## config.mk

```make
export PLATFORM = sky130hd
export DESIGN_NAME = macro_sequencer
export DESIGN_NICKNAME = d
export VERILOG_FILES = /design/src/rtl/macro_sequencer.sv
export SDC_FILE = /design/constraint.sdc
export NUM_CORES = 1
export LEC_CHECK = 0
export ABC_AREA = 1
export CORE_MARGIN = 1
export CORE_UTILIZATION = 54
export CTS_CLUSTER_SIZE = 25
export DETAILED_ROUTE_END_ITERATION = 8
export GPL_ROUTABILITY_DRIVEN = 0
export PLACE_DENSITY = 0.81
export REMOVE_ABC_BUFFERS = 1
export SYNTH_ARGS = -nofsm -noshare
export SYNTH_HDL_FRONTEND = slang
export SYNTH_SLANG_ARGS = --single-unit
```

## constraint.sdc

```tcl
create_clock -name clk -period 1.8 [get_ports clk]
set_input_delay 0.36 -clock clk [delete_from_list [all_inputs] [get_ports clk]]
set_output_delay 0.36 -clock clk [all_outputs]
set_load 0.02 [all_outputs]
```

## src/rtl/macro_sequencer.sv

```systemverilog
// macro_sequencer: passes motor control codes straight through and expands
// macro codes into timed step/gap manoeuvres with status outputs.
module macro_sequencer #(
   parameter int STEP_TICKS = 50,
   parameter int GAP_TICKS  = 5
) (
   input  logic       clk,
   input  logic       reset,
   input  logic       tick,
   input  logic [7:0] instruction,
   output logic [4:0] drive,
   output logic       busy,
   output logic       done,
   output logic       aborted,
   output logic [7:0] active_cmd,
   output logic [2:0] step_idx
);

   typedef enum logic [1:0] {IDLE, RUN, GAP} state_t;

   localparam logic [7:0] WAVE   = 8'h1A;
   localparam logic [7:0] CIRCLE = 8'h19;
   localparam logic [7:0] PIUPIU = 8'h10;
   localparam logic [9:0] STEP_LAST = 10'(STEP_TICKS - 1);
   localparam logic [9:0] GAP_LAST =
      (GAP_TICKS > 0) ? 10'(GAP_TICKS - 1) : 10'd0;
   localparam bit HAS_GAP = (GAP_TICKS > 0);

   state_t     state_q, state_d;
   logic [9:0] cnt_q, cnt_d;
   logic       armed_q, armed_d;
   logic [4:0] drive_q, drive_d;
   logic       busy_q, busy_d;
   logic       done_q, done_d;
   logic       aborted_q, aborted_d;
   logic [7:0] active_q, active_d;
   logic [2:0] step_q, step_d;
   logic [2:0] step_nxt;
   logic       ctrl;

   function automatic logic is_ctrl(input logic [7:0] c);
      case (c)
         8'h08, 8'h04, 8'h02, 8'h01,
         8'h0A, 8'h09, 8'h06, 8'h05: return 1'b1;
         default:                    return 1'b0;
      endcase
   endfunction

   function automatic logic is_macro(input logic [7:0] c);
      return (c == WAVE) || (c == CIRCLE) || (c == PIUPIU);
   endfunction

   function automatic logic [4:0] step_code(
      input logic [7:0] m,
      input logic [2:0] idx
   );
      case (m)
         WAVE:    return idx[0] ? 5'h09 : 5'h0A;
         CIRCLE:  return 5'h09;
         PIUPIU:  return idx[0] ? 5'h04 : 5'h08;
         default: return 5'h00;
      endcase
   endfunction

   function automatic logic [2:0] last_step(input logic [7:0] m);
      return (m == CIRCLE) ? 3'd7 : 3'd3;
   endfunction

   always_comb begin
      state_d   = state_q;
      cnt_d     = cnt_q;
      armed_d   = armed_q;
      drive_d   = drive_q;
      busy_d    = busy_q;
      done_d    = 1'b0;
      aborted_d = 1'b0;
      active_d  = active_q;
      step_d    = step_q;
      step_nxt  = 3'(step_q + 3'd1);
      ctrl      = is_ctrl(instruction);

      // A byte with bit4 clear re-arms, so a held macro byte fires once
      if (!instruction[4]) armed_d = 1'b1;

      case (state_q)
         IDLE: begin
            busy_d = 1'b0;
            step_d = 3'd0;
            cnt_d  = 10'd0;
            if (ctrl) begin
               drive_d  = instruction[4:0];
               active_d = instruction;
            end else if (is_macro(instruction) && armed_q) begin
               state_d  = RUN;
               drive_d  = step_code(instruction, 3'd0);
               active_d = instruction;
               busy_d   = 1'b1;
               armed_d  = 1'b0;
            end else begin
               drive_d  = 5'd0;
               active_d = 8'd0;
            end
         end
         RUN, GAP: begin
            if (ctrl) begin
               state_d   = IDLE;
               drive_d   = instruction[4:0];
               active_d  = instruction;
               busy_d    = 1'b0;
               aborted_d = 1'b1;
               step_d    = 3'd0;
               cnt_d     = 10'd0;
            end else if (tick && state_q == RUN) begin
               if (cnt_q == STEP_LAST) begin
                  cnt_d = 10'd0;
                  if (step_q == last_step(active_q)) begin
                     state_d  = IDLE;
                     drive_d  = 5'd0;
                     busy_d   = 1'b0;
                     done_d   = 1'b1;
                     active_d = 8'd0;
                     step_d   = 3'd0;
                  end else if (HAS_GAP) begin
                     state_d = GAP;
                     drive_d = 5'd0;
                  end else begin
                     step_d  = step_nxt;
                     drive_d = step_code(active_q, step_nxt);
                  end
               end else begin
                  cnt_d = cnt_q + 10'd1;
               end
            end else if (tick) begin
               if (cnt_q == GAP_LAST) begin
                  state_d = RUN;
                  cnt_d   = 10'd0;
                  step_d  = step_nxt;
                  drive_d = step_code(active_q, step_nxt);
               end else begin
                  cnt_d = cnt_q + 10'd1;
               end
            end
         end
         default: state_d = IDLE;
      endcase
   end

   always_ff @(posedge clk or negedge reset) begin
      if (!reset) begin
         state_q   <= IDLE;
         cnt_q     <= 10'd0;
         armed_q   <= 1'b1;
         drive_q   <= 5'd0;
         busy_q    <= 1'b0;
         done_q    <= 1'b0;
         aborted_q <= 1'b0;
         active_q  <= 8'd0;
         step_q    <= 3'd0;
      end else begin
         state_q   <= state_d;
         cnt_q     <= cnt_d;
         armed_q   <= armed_d;
         drive_q   <= drive_d;
         busy_q    <= busy_d;
         done_q    <= done_d;
         aborted_q <= aborted_d;
         active_q  <= active_d;
         step_q    <= step_d;
      end
   end

   assign drive      = drive_q;
   assign busy       = busy_q;
   assign done       = done_q;
   assign aborted    = aborted_q;
   assign active_cmd = active_q;
   assign step_idx   = step_q;

endmodule

```

==> impl_metrics.tcl <==
set metrics [dict create \
    dp.cells 406 \
    peakVddDrop_mv 1.153 \
    postCtsHoldBufs 0 \
    syn_avg_cell_area_um2 6.978 \
    synth_warnings 0 \
    io-pin-count 30 \
    top_layer "met4" \
    utilization_pct 79.68 \
    synth_cell_types 29 \
    r2r_slack_ps 70 \
    final_area_um2 2939 \
    rows 22 \
    synth-xor-area-share_pct 1.255 \
    p_per_area_nw_per_um2 1475 \
    grt_max_degree 33 \
    die_area_um2 4129 \
    r2r_start "cnt_q[1]$_DFFE_PN0P_" \
    hold_path_class "primary input to async pin" \
    vias 2187 \
    cts_buffer_depth 2 \
    drt-wirelength-per-cell_um 12.70 \
    gr-total-overflow 0 \
    fill_cells 263 \
    wl_met2_um 2558 \
    fp.dieH_um 64.26 \
    r2r_cells 11 \
    synth_compound_area_share_pct 4.961 \
    slew_headroom_pct 72.67 \
    final_antenna_net_count 0 \
    grt_first_pass_wirelength_um 8818 \
    critPathLaunchType "flop" \
    wl_um 5334 \
    hpwl_um 3776 \
    synthMuxAreaShare_pct 0 \
    wl_met3_um 288 \
    h-tree-depth 2 \
    seq_area_frac_synth_pct 38.31 \
    antenna_found_initial 0 \
    antenna_cells 0 \
    place_area_um2 2678 \
    yosys.area_share.simple_pct 39.39 \
    syn2layout_area_growth_pct 40.41 \
    drc_errors 0 \
    synth_area_um2 2093 \
    clock_latency_ps 290 \
    leakage_nw 1.552 \
    numClockSinks 32 \
    initial_core_util_pct 56.75 \
    port_buffers 29 \
    outcome "finished clean" \
    synth_top_family_by_area "simple AND/OR/NAND/NOR gates" \
    setup_tns_ps 0 \
    yosys.area.top_type "dfrtp_1" \
    criticalPathCategory "flop to flop" \
    grt_pass1_vias 2049 \
    hold_viol 0 \
    worst_pin_slew_ps 410.0 \
    nets 393 \
    r2r_end "cnt_q[7]$_DFFE_PN0P_" \
    fin_cells 420 \
    synth_flop_cell "dfrtp_1" \
    multi_input_area_um2 1190 \
    setup_violations 0 \
    fmax_mhz 578.7 \
    clockRootBuffer "clkbuf_8" \
    via_per_inst 5.207 \
    fin_crit_sh_pct 95.99 \
    drive_gt1_share_pct 21.77 \
    synth-seq-cells 32 \
    drt-initial-drc-count 256 \
    drtPass1Iterations 4 \
    m1WireLength_um 2382 \
    cts_buffers 5 \
    yosysMostFrequentCell "nand2_1" \
    cap_violations 0 \
    crit_arrival_ps 1900 \
    core_area_um2 3689 \
    worstPathMaxFanout 6 \
    async_flop_share_pct 100.0 \
    maxSlewViolCount 0 \
    cts_tree "yes" \
    critPathRequiredTime_ps 1970 \
    register_area_um2 803.3 \
    die_w_um 64.26 \
    netlist.area_leader.share_pct 37.06 \
    yosys.area_share.adder_pct 6.575 \
    syn_inst 300 \
    synthTopCellsByArea "dfrtp_1 37%, nand2_1 17%, inv_1 7.7%, nor2_1 6.8%, ha_1 6.6%" \
    fin_skew_ps 12.60 \
    grt_util_all_layers_pct 27.46 \
    timing.final.crit_period_ps 1728 \
    crit_path_end_kind "flop" \
    netlist_top_cells_count "97 x nand2_1, 43 x inv_1, 38 x nor2_1" \
    synth-edff-count 0 \
    cts.clk_slew.worst_paths_ps 80 \
]
## worst max-delay path by stage
stage                                start                endpoint  depth (start not counted)
finish                cnt_q[1]$_DFFE_PN0P_    cnt_q[7]$_DFFE_PN0P_                         11
global route        state_q[0]$_DFFE_PN0P_  state_q[1]$_DFFE_PN0P_                          8
CTS                         instruction[4]    drive[3]$_DFFE_PN0P_                         13
detailed placement          instruction[0]    drive[3]$_DFFE_PN0P_                         14
global placement            instruction[0]    drive[3]$_DFFE_PN0P_                         14
floorplan                   instruction[0]    drive[0]$_DFFE_PN0P_                         12
## sequential cells by signal (all words and copies together), names as in the netlist
signal	count
aborted	1
active_cmd	8
armed_q	1
busy	1
cnt_q	10
done	1
drive	5
state_q	2
step_idx	3
## stage by stage
| stage | setup slack (ps) | hold slack (ps) | power [mW] |
|---|---|---|---|
| global route | -10.30 | 513.2 | 4.623 |
| global placement | -547.7 | 462.7 | 3.080 |
| CTS | 0.09637 | 476.3 | 3.951 |
| finish | 72.13 | 471.9 | 4.335 |
| detailed placement | -613.4 | 460.8 | 3.141 |
| floorplan | -89.40 | 64.41 | 2.178 |
## routing by layer
layer  track usage, %  vias to the layer above
met2            42.37                       72
met4            10.28                        0
met1            37.50                     1017
met3            5.893                       17
li1                 -                     1081
met5                0                        -
## worst max-delay path: stages, from the launching register on
cell and delay, ps:
dfrtp_1 420, inv_2 80, ha_2 170, nand2_1 50, nor2_1 120, nand3_1 120, nand2_2 100, nor2_4 50
nor2_8 230, nand2_4 110, nand2_1 100, nor2_1 50
## power by group
part	leakage, nW	internal, mW	switching [mW]
clock	0.0552	0.411	0.288
sequential	0.436	0.821	0.115
combinational	1.06	1.15	1.55
## cells in the final DEF, fill, tap and decap left out, types with 6 or more instances in the layout
cell             instances
inv_1                   38
nand3_1                 23
buf_4                   35
ha_1                     9
nor2_1                  37
nand2_1                 87
nor3_1                   8
nand4_1                  8
clkdlybuf4s50_1         22
nand2_2                 10
dfrtp_1                 30
o21ai_0                 11
inv_2                    6
## logic make-up (layout without fill, tap and decap cells)
group | Yosys count | count (layout)
flip-flops | 32 | 32
buffers and inverters | 50 | 121
AND/OR/NAND/NOR | 185 | 186
XOR/XNOR | 3 | 3
AO/OA/AOI/OAI | 19 | 19
adder cells (fa/ha/maj) | 11 | 11
## layout make-up
| cell class | instances | area share, % |
|---|---|---|
| multi-input cells | 219 | 40.49 |
| flip-flops and latches | 32 | 27.33 |
| repair buffers | 67 | 20.35 |
| inverters | 46 | 6.130 |
| clock buffers | 6 | 2.469 |
| well taps | 48 | 2.043 |
| clock inverters | 2 | 1.192 |
## what timing repair did
| action | CTS | global route |
|---|---|---|
| pin swaps | 3 | 5 |
| hold endpoints to repair | 0 | 0 |
| gates resized for setup | 9 | 34 |
| buffers inserted | 0 | 5 |
| setup endpoints to repair | 30 | 29 |
| gates cloned | 0 | 1 |
Note: power is estimated with default switching activity, not from simulation.
